`src/rtl/hdc_pkg.sv`:
```
// Purpose: shared defaults, FSM state encoding and result codes for the HDC classifier controller.
// Latency: n/a (declarations only).
// Backpressure: n/a.
package hdc_pkg;

    localparam int DIM_DEF        = 10000;
    localparam int MAX_LENGTH_DEF = 200;
    localparam int CNT_W_DEF      = 32;

    // Address widths are fixed by the datapath: 14 bits covers DIM up to 16383,
    // 8 bits covers any message length that fits the length port.
    localparam int DIM_AW  = 14;
    localparam int CHAR_AW = 8;

    typedef enum logic [2:0] {
        ST_IDLE,
        ST_CLEAR,
        ST_ACCUM,
        ST_AVG,
        ST_THRESH,
        ST_COMPARE,
        ST_DONE
    } state_t;

    localparam logic signed [1:0] RES_SPAM = 2'sb00;
    localparam logic signed [1:0] RES_HAM  = 2'sb01;
    localparam logic signed [1:0] RES_NONE = 2'sb11;

    function automatic logic [CHAR_AW-1:0] clamp_len(input logic [CHAR_AW-1:0] len,
                                                     input logic [CHAR_AW-1:0] max_len);
        return (len > max_len) ? max_len : len;
    endfunction

endpackage

```
`src/rtl/hdc_classify_ctrl_if.sv`:
```
// Purpose: bundles the request/result handshake and the datapath strobe/address bus.
// Latency: n/a (wires only).
// Backpressure: none; start is a one-cycle request that is dropped while busy.
//   master: host + datapath side (drives start/length and the Hamming counts)
//   slave : the classifier controller (drives busy/done/result, addresses and strobes)
interface hdc_classify_ctrl_if #(
    parameter int CNT_W = hdc_pkg::CNT_W_DEF
) ();
    import hdc_pkg::*;

    logic                    start;
    logic [CHAR_AW-1:0]      length;
    logic                    busy;
    logic                    done;
    logic signed [1:0]       result;
    logic [CHAR_AW-1:0]      char_addr;
    logic [DIM_AW-1:0]       dim_addr;
    logic                    acc_clr;
    logic                    acc_en;
    logic                    avg_en;
    logic                    thr_en;
    logic                    cmp_en;
    logic                    cnt_clr;
    logic [CNT_W-1:0]        count_ham;
    logic [CNT_W-1:0]        count_spam;

    modport master (
        output start, length, count_ham, count_spam,
        input  busy, done, result, char_addr, dim_addr,
               acc_clr, acc_en, avg_en, thr_en, cmp_en, cnt_clr
    );

    modport slave (
        input  start, length, count_ham, count_spam,
        output busy, done, result, char_addr, dim_addr,
               acc_clr, acc_en, avg_en, thr_en, cmp_en, cnt_clr
    );

endinterface

```
`src/rtl/hdc_addr_cnt.sv`:
```
// Purpose: nested wrap counter; dim_addr is the inner index, char_addr the outer one.
// Latency: addresses are registers; dim_last/last are decoded from them in the same cycle.
// Backpressure: advances only when en is high; outer index moves only when outer_en is also high.
//   ports: clk, reset, clr (sync zero), en, outer_en, len (outer limit),
//          dim_addr, char_addr, dim_last (inner at DIM-1), last (both at their final value)
module hdc_addr_cnt
    import hdc_pkg::*;
#(
    parameter int DIM = DIM_DEF
) (
    input  logic               clk,
    input  logic               reset,
    input  logic               clr,
    input  logic               en,
    input  logic               outer_en,
    input  logic [CHAR_AW-1:0] len,
    output logic [DIM_AW-1:0]  dim_addr,
    output logic [CHAR_AW-1:0] char_addr,
    output logic               dim_last,
    output logic               last
);

    localparam logic [DIM_AW-1:0] DIM_MAX = DIM_AW'(DIM - 1);

    logic char_last;

    assign dim_last  = (dim_addr == DIM_MAX);
    // len==0 never reaches the outer counter (the FSM skips ACCUM), so the
    // underflow of len-1 is harmless.
    assign char_last = (char_addr == (len - CHAR_AW'(1)));
    assign last      = dim_last && char_last;

    always_ff @(posedge clk) begin
        if (reset || clr) begin
            dim_addr  <= '0;
            char_addr <= '0;
        end else if (en) begin
            if (dim_last) begin
                dim_addr <= '0;
                if (outer_en) begin
                    char_addr <= char_last ? '0 : char_addr + CHAR_AW'(1);
                end
            end else begin
                dim_addr <= dim_addr + DIM_AW'(1);
            end
        end
    end

endmodule

```
`src/rtl/hdc_classify_ctrl.sv`:
```
// Purpose: sequences clear/accumulate/average/threshold/compare for one HDC message classification.
// Latency: start to done = 3*DIM + len*DIM + 2 cycles (DIM + 1 when len is 0); all outputs registered.
// Backpressure: none; start is only accepted in IDLE, requests while busy are dropped.
//   ports: clk, reset (sync, active-high), bus (slave modport: start/length in,
//          busy/done/result out, char_addr/dim_addr + strobes to datapath, Hamming counts in)
module hdc_classify_ctrl
    import hdc_pkg::*;
#(
    parameter int MAX_LENGTH = MAX_LENGTH_DEF,
    parameter int DIM        = DIM_DEF,
    parameter int CNT_W      = CNT_W_DEF
) (
    input  logic               clk,
    input  logic               reset,
    hdc_classify_ctrl_if.slave bus
);

    state_t             state_q, state_d;
    logic [CHAR_AW-1:0] len_q;
    logic [CNT_W-1:0]   count_ham, count_spam;

    logic cnt_en, cnt_outer_en, cnt_idle_clr;
    logic dim_last, seq_last;
    logic [DIM_AW-1:0]  dim_addr;
    logic [CHAR_AW-1:0] char_addr;

    logic busy_d, done_d, acc_clr_d, acc_en_d, avg_en_d, thr_en_d, cmp_en_d;
    logic busy_q, done_q, acc_clr_q, acc_en_q, avg_en_q, thr_en_q, cmp_en_q;
    logic signed [1:0] result_d, result_q;

    assign count_ham  = bus.count_ham;
    assign count_spam = bus.count_spam;

    // Counter walks only in the DIM-long phases; the outer (character) index
    // moves only while accumulating so every phase starts at address 0.
    assign cnt_en       = (state_q == ST_CLEAR)  || (state_q == ST_ACCUM) ||
                          (state_q == ST_THRESH) || (state_q == ST_COMPARE);
    assign cnt_outer_en = (state_q == ST_ACCUM);
    assign cnt_idle_clr = (state_q == ST_IDLE);

    hdc_addr_cnt #(
        .DIM (DIM)
    ) u_addr_cnt (
        .clk       (clk),
        .reset     (reset),
        .clr       (cnt_idle_clr),
        .en        (cnt_en),
        .outer_en  (cnt_outer_en),
        .len       (len_q),
        .dim_addr  (dim_addr),
        .char_addr (char_addr),
        .dim_last  (dim_last),
        .last      (seq_last)
    );

    always_comb begin
        state_d = state_q;
        unique case (state_q)
            ST_IDLE:    if (bus.start) state_d = ST_CLEAR;
            ST_CLEAR:   if (dim_last)  state_d = (len_q == '0) ? ST_DONE : ST_ACCUM;
            ST_ACCUM:   if (seq_last)  state_d = ST_AVG;
            ST_AVG:                    state_d = ST_THRESH;
            ST_THRESH:  if (dim_last)  state_d = ST_COMPARE;
            ST_COMPARE: if (dim_last)  state_d = ST_DONE;
            ST_DONE:                   state_d = ST_IDLE;
            default:                   state_d = ST_IDLE;
        endcase

        // Outputs are decoded from the next state and registered, so they line
        // up cycle-for-cycle with state_q and with the counter addresses.
        busy_d    = (state_d != ST_IDLE);
        done_d    = (state_d == ST_DONE);
        acc_clr_d = (state_d == ST_CLEAR);
        acc_en_d  = (state_d == ST_ACCUM);
        avg_en_d  = (state_d == ST_AVG);
        thr_en_d  = (state_d == ST_THRESH);
        cmp_en_d  = (state_d == ST_COMPARE);

        // A larger distance to the ham reference means the message is spam.
        result_d = RES_NONE;
        if (len_q != '0) begin
            if (count_ham > count_spam)      result_d = RES_SPAM;
            else if (count_ham < count_spam) result_d = RES_HAM;
            else                             result_d = RES_NONE;
        end
    end

    always_ff @(posedge clk) begin
        if (reset) begin
            state_q   <= ST_IDLE;
            len_q     <= '0;
            busy_q    <= 1'b0;
            done_q    <= 1'b0;
            acc_clr_q <= 1'b0;
            acc_en_q  <= 1'b0;
            avg_en_q  <= 1'b0;
            thr_en_q  <= 1'b0;
            cmp_en_q  <= 1'b0;
            result_q  <= '0;
        end else begin
            state_q   <= state_d;
            busy_q    <= busy_d;
            done_q    <= done_d;
            acc_clr_q <= acc_clr_d;
            acc_en_q  <= acc_en_d;
            avg_en_q  <= avg_en_d;
            thr_en_q  <= thr_en_d;
            cmp_en_q  <= cmp_en_d;
            if (state_q == ST_IDLE && bus.start) begin
                len_q <= clamp_len(bus.length, CHAR_AW'(MAX_LENGTH));
            end
            // Captured on entry to DONE so result is valid alongside done.
            if (state_d == ST_DONE) begin
                result_q <= result_d;
            end
        end
    end

    assign bus.busy      = busy_q;
    assign bus.done      = done_q;
    assign bus.result    = result_q;
    assign bus.dim_addr  = dim_addr;
    assign bus.char_addr = char_addr;
    assign bus.acc_clr   = acc_clr_q;
    assign bus.cnt_clr   = acc_clr_q;
    assign bus.acc_en    = acc_en_q;
    assign bus.avg_en    = avg_en_q;
    assign bus.thr_en    = thr_en_q;
    assign bus.cmp_en    = cmp_en_q;

endmodule

```
`src/flat_wrapper.sv`:
```
// flat-port wrapper written by rule: the top's interface ports become plain ports
module hdc_classify_ctrl_flat import hdc_pkg::*;
#(
    parameter int MAX_LENGTH = MAX_LENGTH_DEF,
    parameter int DIM        = DIM_DEF,
    parameter int CNT_W      = CNT_W_DEF
)
  (clk, reset, bus_start, bus_length, bus_count_ham, bus_count_spam, bus_busy, bus_done, bus_result, bus_char_addr, bus_dim_addr, bus_acc_clr, bus_acc_en, bus_avg_en, bus_thr_en, bus_cmp_en, bus_cnt_clr);
  hdc_classify_ctrl_if #(.CNT_W(CNT_W)) bus_i ();
  input  logic clk;
  input  logic reset;
  input wire logic [$bits(bus_i.start)-1:0] bus_start;
  input wire logic [$bits(bus_i.length)-1:0] bus_length;
  input wire logic [$bits(bus_i.count_ham)-1:0] bus_count_ham;
  input wire logic [$bits(bus_i.count_spam)-1:0] bus_count_spam;
  output wire logic [$bits(bus_i.busy)-1:0] bus_busy;
  output wire logic [$bits(bus_i.done)-1:0] bus_done;
  output wire logic [$bits(bus_i.result)-1:0] bus_result;
  output wire logic [$bits(bus_i.char_addr)-1:0] bus_char_addr;
  output wire logic [$bits(bus_i.dim_addr)-1:0] bus_dim_addr;
  output wire logic [$bits(bus_i.acc_clr)-1:0] bus_acc_clr;
  output wire logic [$bits(bus_i.acc_en)-1:0] bus_acc_en;
  output wire logic [$bits(bus_i.avg_en)-1:0] bus_avg_en;
  output wire logic [$bits(bus_i.thr_en)-1:0] bus_thr_en;
  output wire logic [$bits(bus_i.cmp_en)-1:0] bus_cmp_en;
  output wire logic [$bits(bus_i.cnt_clr)-1:0] bus_cnt_clr;
  assign bus_i.start = bus_start;
  assign bus_i.length = bus_length;
  assign bus_i.count_ham = bus_count_ham;
  assign bus_i.count_spam = bus_count_spam;
  assign bus_busy = bus_i.busy;
  assign bus_done = bus_i.done;
  assign bus_result = bus_i.result;
  assign bus_char_addr = bus_i.char_addr;
  assign bus_dim_addr = bus_i.dim_addr;
  assign bus_acc_clr = bus_i.acc_clr;
  assign bus_acc_en = bus_i.acc_en;
  assign bus_avg_en = bus_i.avg_en;
  assign bus_thr_en = bus_i.thr_en;
  assign bus_cmp_en = bus_i.cmp_en;
  assign bus_cnt_clr = bus_i.cnt_clr;
  hdc_classify_ctrl #(.MAX_LENGTH(MAX_LENGTH), .DIM(DIM), .CNT_W(CNT_W)) u_core (.clk(clk), .reset(reset), .bus(bus_i));
endmodule
```
`config.mk`:
```
export PLATFORM = sky130hd
export DESIGN_NAME = hdc_classify_ctrl_flat
export DESIGN_NICKNAME = d
export VERILOG_FILES = /design/src/rtl/hdc_pkg.sv /design/src/rtl/hdc_classify_ctrl_if.sv /design/src/rtl/hdc_addr_cnt.sv /design/src/rtl/hdc_classify_ctrl.sv /design/src/flat_wrapper.sv
export SDC_FILE = /design/constraint.sdc
export NUM_CORES = 1
export LEC_CHECK = 0
export CAP_MARGIN = 10
export CORE_ASPECT_RATIO = 0.6
export CORE_MARGIN = 1
export CORE_UTILIZATION = 30
export CTS_CLUSTER_DIAMETER = 30
export DETAILED_ROUTE_END_ITERATION = 8
export PLACE_DENSITY = 0.62
export SETUP_SLACK_MARGIN = 0.02
export SYNTH_ARGS = -nofsm -noshare
export SYNTH_HDL_FRONTEND = slang
export SYNTH_SLANG_ARGS = --single-unit
```
`constraint.sdc`:
```
create_clock -name clk -period 4 [get_ports clk]
set_input_delay 1 -clock clk [delete_from_list [all_inputs] [get_ports clk]]
set_output_delay 1 -clock clk [all_outputs]
set_load 0.05 [all_outputs]
```
==> Word level (Yosys, flattened, before mapping) <==
Index checks and enable logic that the tools add are counted.
{ "totals": {"output_inout_bits": 32, "word_cells": 55, "in_bits": 75, "ff_bits": 42} }
{ "classes": {"eq_ne": 13, "n_addsub": 3, "magnitude_cmp": 3, "reduce_logical": 11, "muxes": 13} }
{ "ops": {"columns": ["cell", "count"], "rows": [
  ["$gt A32 B32 Y1", 1],
  ["$lt A32 B32 Y1", 1],
  ["$mux W3", 6],
  ["$pmux W3 S6", 1],
  ["$mux W8", 2],
  ["$eq A3 B3 Y1 const B", 5],
  ["$add A14 B1 Y14 const B", 1],
  ["$eq A14 B14 Y1 const B", 1],
  ["$mux W14", 1],
  ["$eq A3 B2 Y1 const B", 4],
  ["$add A8 B1 Y8 const B", 1],
  ["$eq A8 B8 Y1", 1],
  ["$gt A8 B8 Y1 const B", 1],
  ["$logic_not A8 Y1", 1],
  ["$reduce_bool A8 Y1", 1],
  ["$sub A8 B1 Y8 const B", 1],
  ["$eq A3 B1 Y1 const B", 2],
  ["$mux W2", 3],
  ["$logic_or A1 B1 Y1", 4],
  ["$logic_not A3 Y1", 1],
  ["$reduce_and A3 Y1", 1],
  ["$reduce_bool A3 Y1", 1],
  ["$logic_and A1 B1 Y1", 2]
]} }

==> Logic depth before layout (Yosys ltp) <==
{ "logic_depth": {"depth_word": 6, "ltp_mapped": 8, "mapped_depth_nobuf": 8} }

==> By module <==
Synthesis repeated with hierarchy kept, for this count alone.
{ "hier_totals": {"cells_unflattened": 370, "hier_area_um2": 3001.6} }
{ "modules_own_cells": {"columns": ["module", "n_inst", "area_per_inst_um2", "cells_per_inst", "seq_area_each_um2"], "rows": [
  ["hdc_classify_ctrl", 1, 1660.3, 213, 400.4],
  ["hdc_addr_cnt", 1, 1341.3, 157, 440.4]
]} }

==> Least setup slack after synthesis <==
OpenSTA, ideal clock, no wires.
{ "synth_timing": {"kind": "in2reg", "startpoint": "input port bus_count_spam[31]", "endpoint": "register u_core.result_q[1] (netlist: u_core.bus.result[1])", "setup_ns": 0.081, "n_path_buf": 0, "setup_slack_ns": 1.386, "arrival_time_ns": 2.533, "t_required_ns": 3.919, "cell_stages": 8, "path_cell_list": "inv_1 > ha_1 > nand4_1 > nor4_1 > nand2_1 > o2111ai_1 > or3b_1 > a41oi_1"} }
{ "synth_via": {"elab_chain_len": 4, "word_cells_on_any_way": 5, "classes_between": "order compare (2); mux (3)"} }
{ "synth_rtl": {"columns": ["item", "line", "rtl"], "rows": [
  ["start: declaration", "flat_wrapper.sv:15", "input wire logic [$bits(bus_i.count_spam)-1:0] bus_count_spam;"],
  ["$lt A32 B32 Y1", "hdc_classify_ctrl.sv:83", "else if (count_ham < count_spam) result_d = RES_HAM;"],
  ["$mux W2", "hdc_classify_ctrl.sv:83", null],
  ["$mux W2 (*)", "hdc_classify_ctrl.sv:82", "if (count_ham > count_spam) result_d = RES_SPAM;"],
  ["$mux W2 (*)", "hdc_classify_ctrl.sv:81", "if (len_q != '0) begin"],
  ["end signal: assignment", "hdc_classify_ctrl.sv:114", "result_q <= result_d;"],
  ["end: declaration", "hdc_classify_ctrl.sv:29", "logic signed [1:0] result_d, result_q;"]
]} }
Mark *: on every way between the ends. The rest lies on a longest branch, timed or not.
A chain may end at the register's enable or synchronous reset.

==> Worst setup path after layout <==
Same ends and word-level chain as after synthesis.

==> reports/results.ini <==
[worst_setup_path]
cp.required_ns = 4.21
r2r_cells = 6
cp_max_fo = 3
crit_start = bus_count_spam[31]
critPathLaunchType = primary input
r2r_start = u_core.u_addr_cnt.dim_addr[4]$_SDFFE_PP0P_
endpoint_kind = flop
crit_type = in2reg
arrival_ns = 3.35

[routing]
wl_per_cell_um = 13.2
drt_iter0_drc = 158
wl_um = 7850
drt-vias-per-instance = 4.69
drc = 0
ant_nets = 0
dr.pass1.iters = 4
vias = 2794

[floorplanning]
die_h_um = 78.4
dieArea_mm2 = 0.0101
core_mm2 = 0.00932
die_w_um = 129
rows = 27
ios = 107
start_util_pct = 31.3

[timing]
tightest_slew_ns = 0.701
worst_slack_ns = 0.856
min_period_ns = 3.14
max_slew_margin_pct = 52.9
skew_ns = 0.00327
drv_slew = 0
setup_viol = 0
fmax_ghz = 0.318
period_share_pct = 78.6
hold_ws_ns = 0.514
setup_tns_ns = 0
hold_violations = 0
rsz0062_at_grt = no

[synth]
synth.distinct_cells = 50
synth_nets = 469
synthTopCellsByCount = 42 x dfxtp_1, 41 x nor2_1, 38 x inv_1
async_flop_share_pct = 0
synth_edf_count = 0
yosys.area.top_type = dfxtp_1
avgSynthCellArea_um2 = 8.16
synth-seq-area-share_pct = 28.8
synth_most_common_cell = dfxtp_1
synth_top_cell_area_share_pct = 28.8
netlist_area_mm2 = 0.00292
synthFlopType = dfxtp_1
yosys-top-cells-area = dfxtp_1 29%, ha_1 15%, nor2_1 5.3%
synthCells = 358
synth_seq_cells = 42
yosysWarnings = 0

[clock_tree]
cts_setup_buffers = 0
htreeDepth = 2
hold_buffers = 0
tritoncts = done
cts_buffer_depth = 2
post_cts_resized = 0
path_clk_slew_ns = 0.06
clk_latency_ns = 0.29
numCtsBuffers = 5
cts_sinks = 42
ctsRootBufferMaster = clkbuf_16

[placed_design]
io_buffers = 106
place_ws_ns = 0.580
place_hpwl_um = 6470
place.gp.congestion = 0.830
placed_cell_area_mm2 = 0.00413

[cells_and_area]
final_area_mm2 = 0.00429
antennaDiodeCount = 0
drive_above_1_share_pct = 4.51
final_nets = 576
area_growth_pct = 46.9

[global_routing]
grt-ovfl-total = 0
grt_max_degree = 19
grt_usage_pct = 16.5
antenna_found_initial = 0
grt_pass1_wl_um = 13000
grt_pass1_vias = 2724

[worst_hold_path]
hold_depth = 2
hp-class = reg2reg
hp-start = u_core.len_q[7]$_SDFFE_PP0P_

[power_and_ir_drop]
total_leakage_power_nw = 1.69
power.density_mw_per_mm2 = 262
finalPower_mw = 1.12
peakVddDrop_uv = 172

[outcome]
status = completed

[run]
drv_cap = 0

## flip-flops by register name, indices dropped and copies added, names as in the netlist
register	flops
u_core.u_addr_cnt.dim_addr	14
u_core.len_q	8
u_core.u_addr_cnt.char_addr	8
u_core.state_q	3
u_core.bus.result	2
u_core.bus.acc_clr	1
u_core.bus.acc_en	1
u_core.bus.avg_en	1
u_core.bus.busy	1
u_core.bus.cmp_en	1
u_core.bus.done	1
u_core.bus.thr_en	1
## path summary, 6_finish.rpt
path                                                           to  slack, ns
worst max-delay path            u_core.bus.result[1]$_SDFFE_PP0N_       0.86
worst min-delay path                 u_core.len_q[7]$_SDFFE_PP0P_       0.51
worst max register to register      u_core.bus.acc_clr$_SDFF_PP0_       1.44
worst min register to register       u_core.len_q[7]$_SDFFE_PP0P_       0.51
## cells in the final DEF (no fill, tap or decap), drive strengths merged, types with 2 or more instances in the layout
cell,instances
a21o,4
xor2,12
dfxtp,42
ha,36
and3,3
a21boi,3
clkdlybuf4s50,106
nand2b,2
nor2,41
clkinv,2
o21ai,6
nor2b,6
a21oi,26
or3b,2
or3,2
nand3,17
or4,2
a22oi,4
o31ai,3
clkbuf,5
nand4,14
o21a,2
buf,2
nand2,30
inv,38
and2,4
mux2i,2
nor3,8
nor4,5
a211oi,6
xnor2,16
## through the flow
stage                     util, %  cells
after floorplan                 -    358
after global placement       44.2    588
after detailed placement     44.2    588
after CTS                    46.0    596
after global routing         46.0    596
final                        46.0    596
## layer usage
metal / global-route usage, % / vias up / wire length (um)
met5: 0 / - / 0
met4: 4.59 / 0 / 113
met3: 4.36 / 11 / 357
met2: 24.1 / 56 / 3210
met1: 23.5 / 1270 / 4170
li1: - / 1457 / -
## critical path, stage by stage
cell and delay, ns:
clkdlybuf4s50_1 0.46, inv_1 0.04, ha_1 0.30, nand4_1 0.14, nor4_1 0.51, nand2_1 0.10, o2111ai_1 0.25, or3b_1 0.38
a41oi_1 0.17
## kinds of logic after synthesis
kind of cell	synth area share, %
AO/OA/AOI/OAI	14.8
XOR/XNOR	9.21
adder cells (fa/ha/maj)	15.4
buffers and inverters	6.04
flip-flops	28.8
multiplexers	0.686
AND/OR/NAND/NOR	25.0
## power by group
| part | switching, mW | total (mW) | leakage (nW) | internal [mW] |
|---|---|---|---|---|
| clock network | 0.164 | 0.455 | 0.0836 | 0.292 |
| logic | 0.104 | 0.231 | 1.26 | 0.126 |
| registers | 0.0102 | 0.436 | 0.340 | 0.426 |
| total | 0.278 | 1.12 | 1.69 | 0.844 |
## final cells by class
class	instances	area, um^2
Tap cell	130	163
Fill cell	903	5030
Clock inverter	3	40.0
Clock buffer	5	125
Sequential cell	42	841
Multi-Input combinational cell	270	1900
Inverter	38	143
Timing Repair Buffer	108	1080
Power figures use the tool's default switching activity.
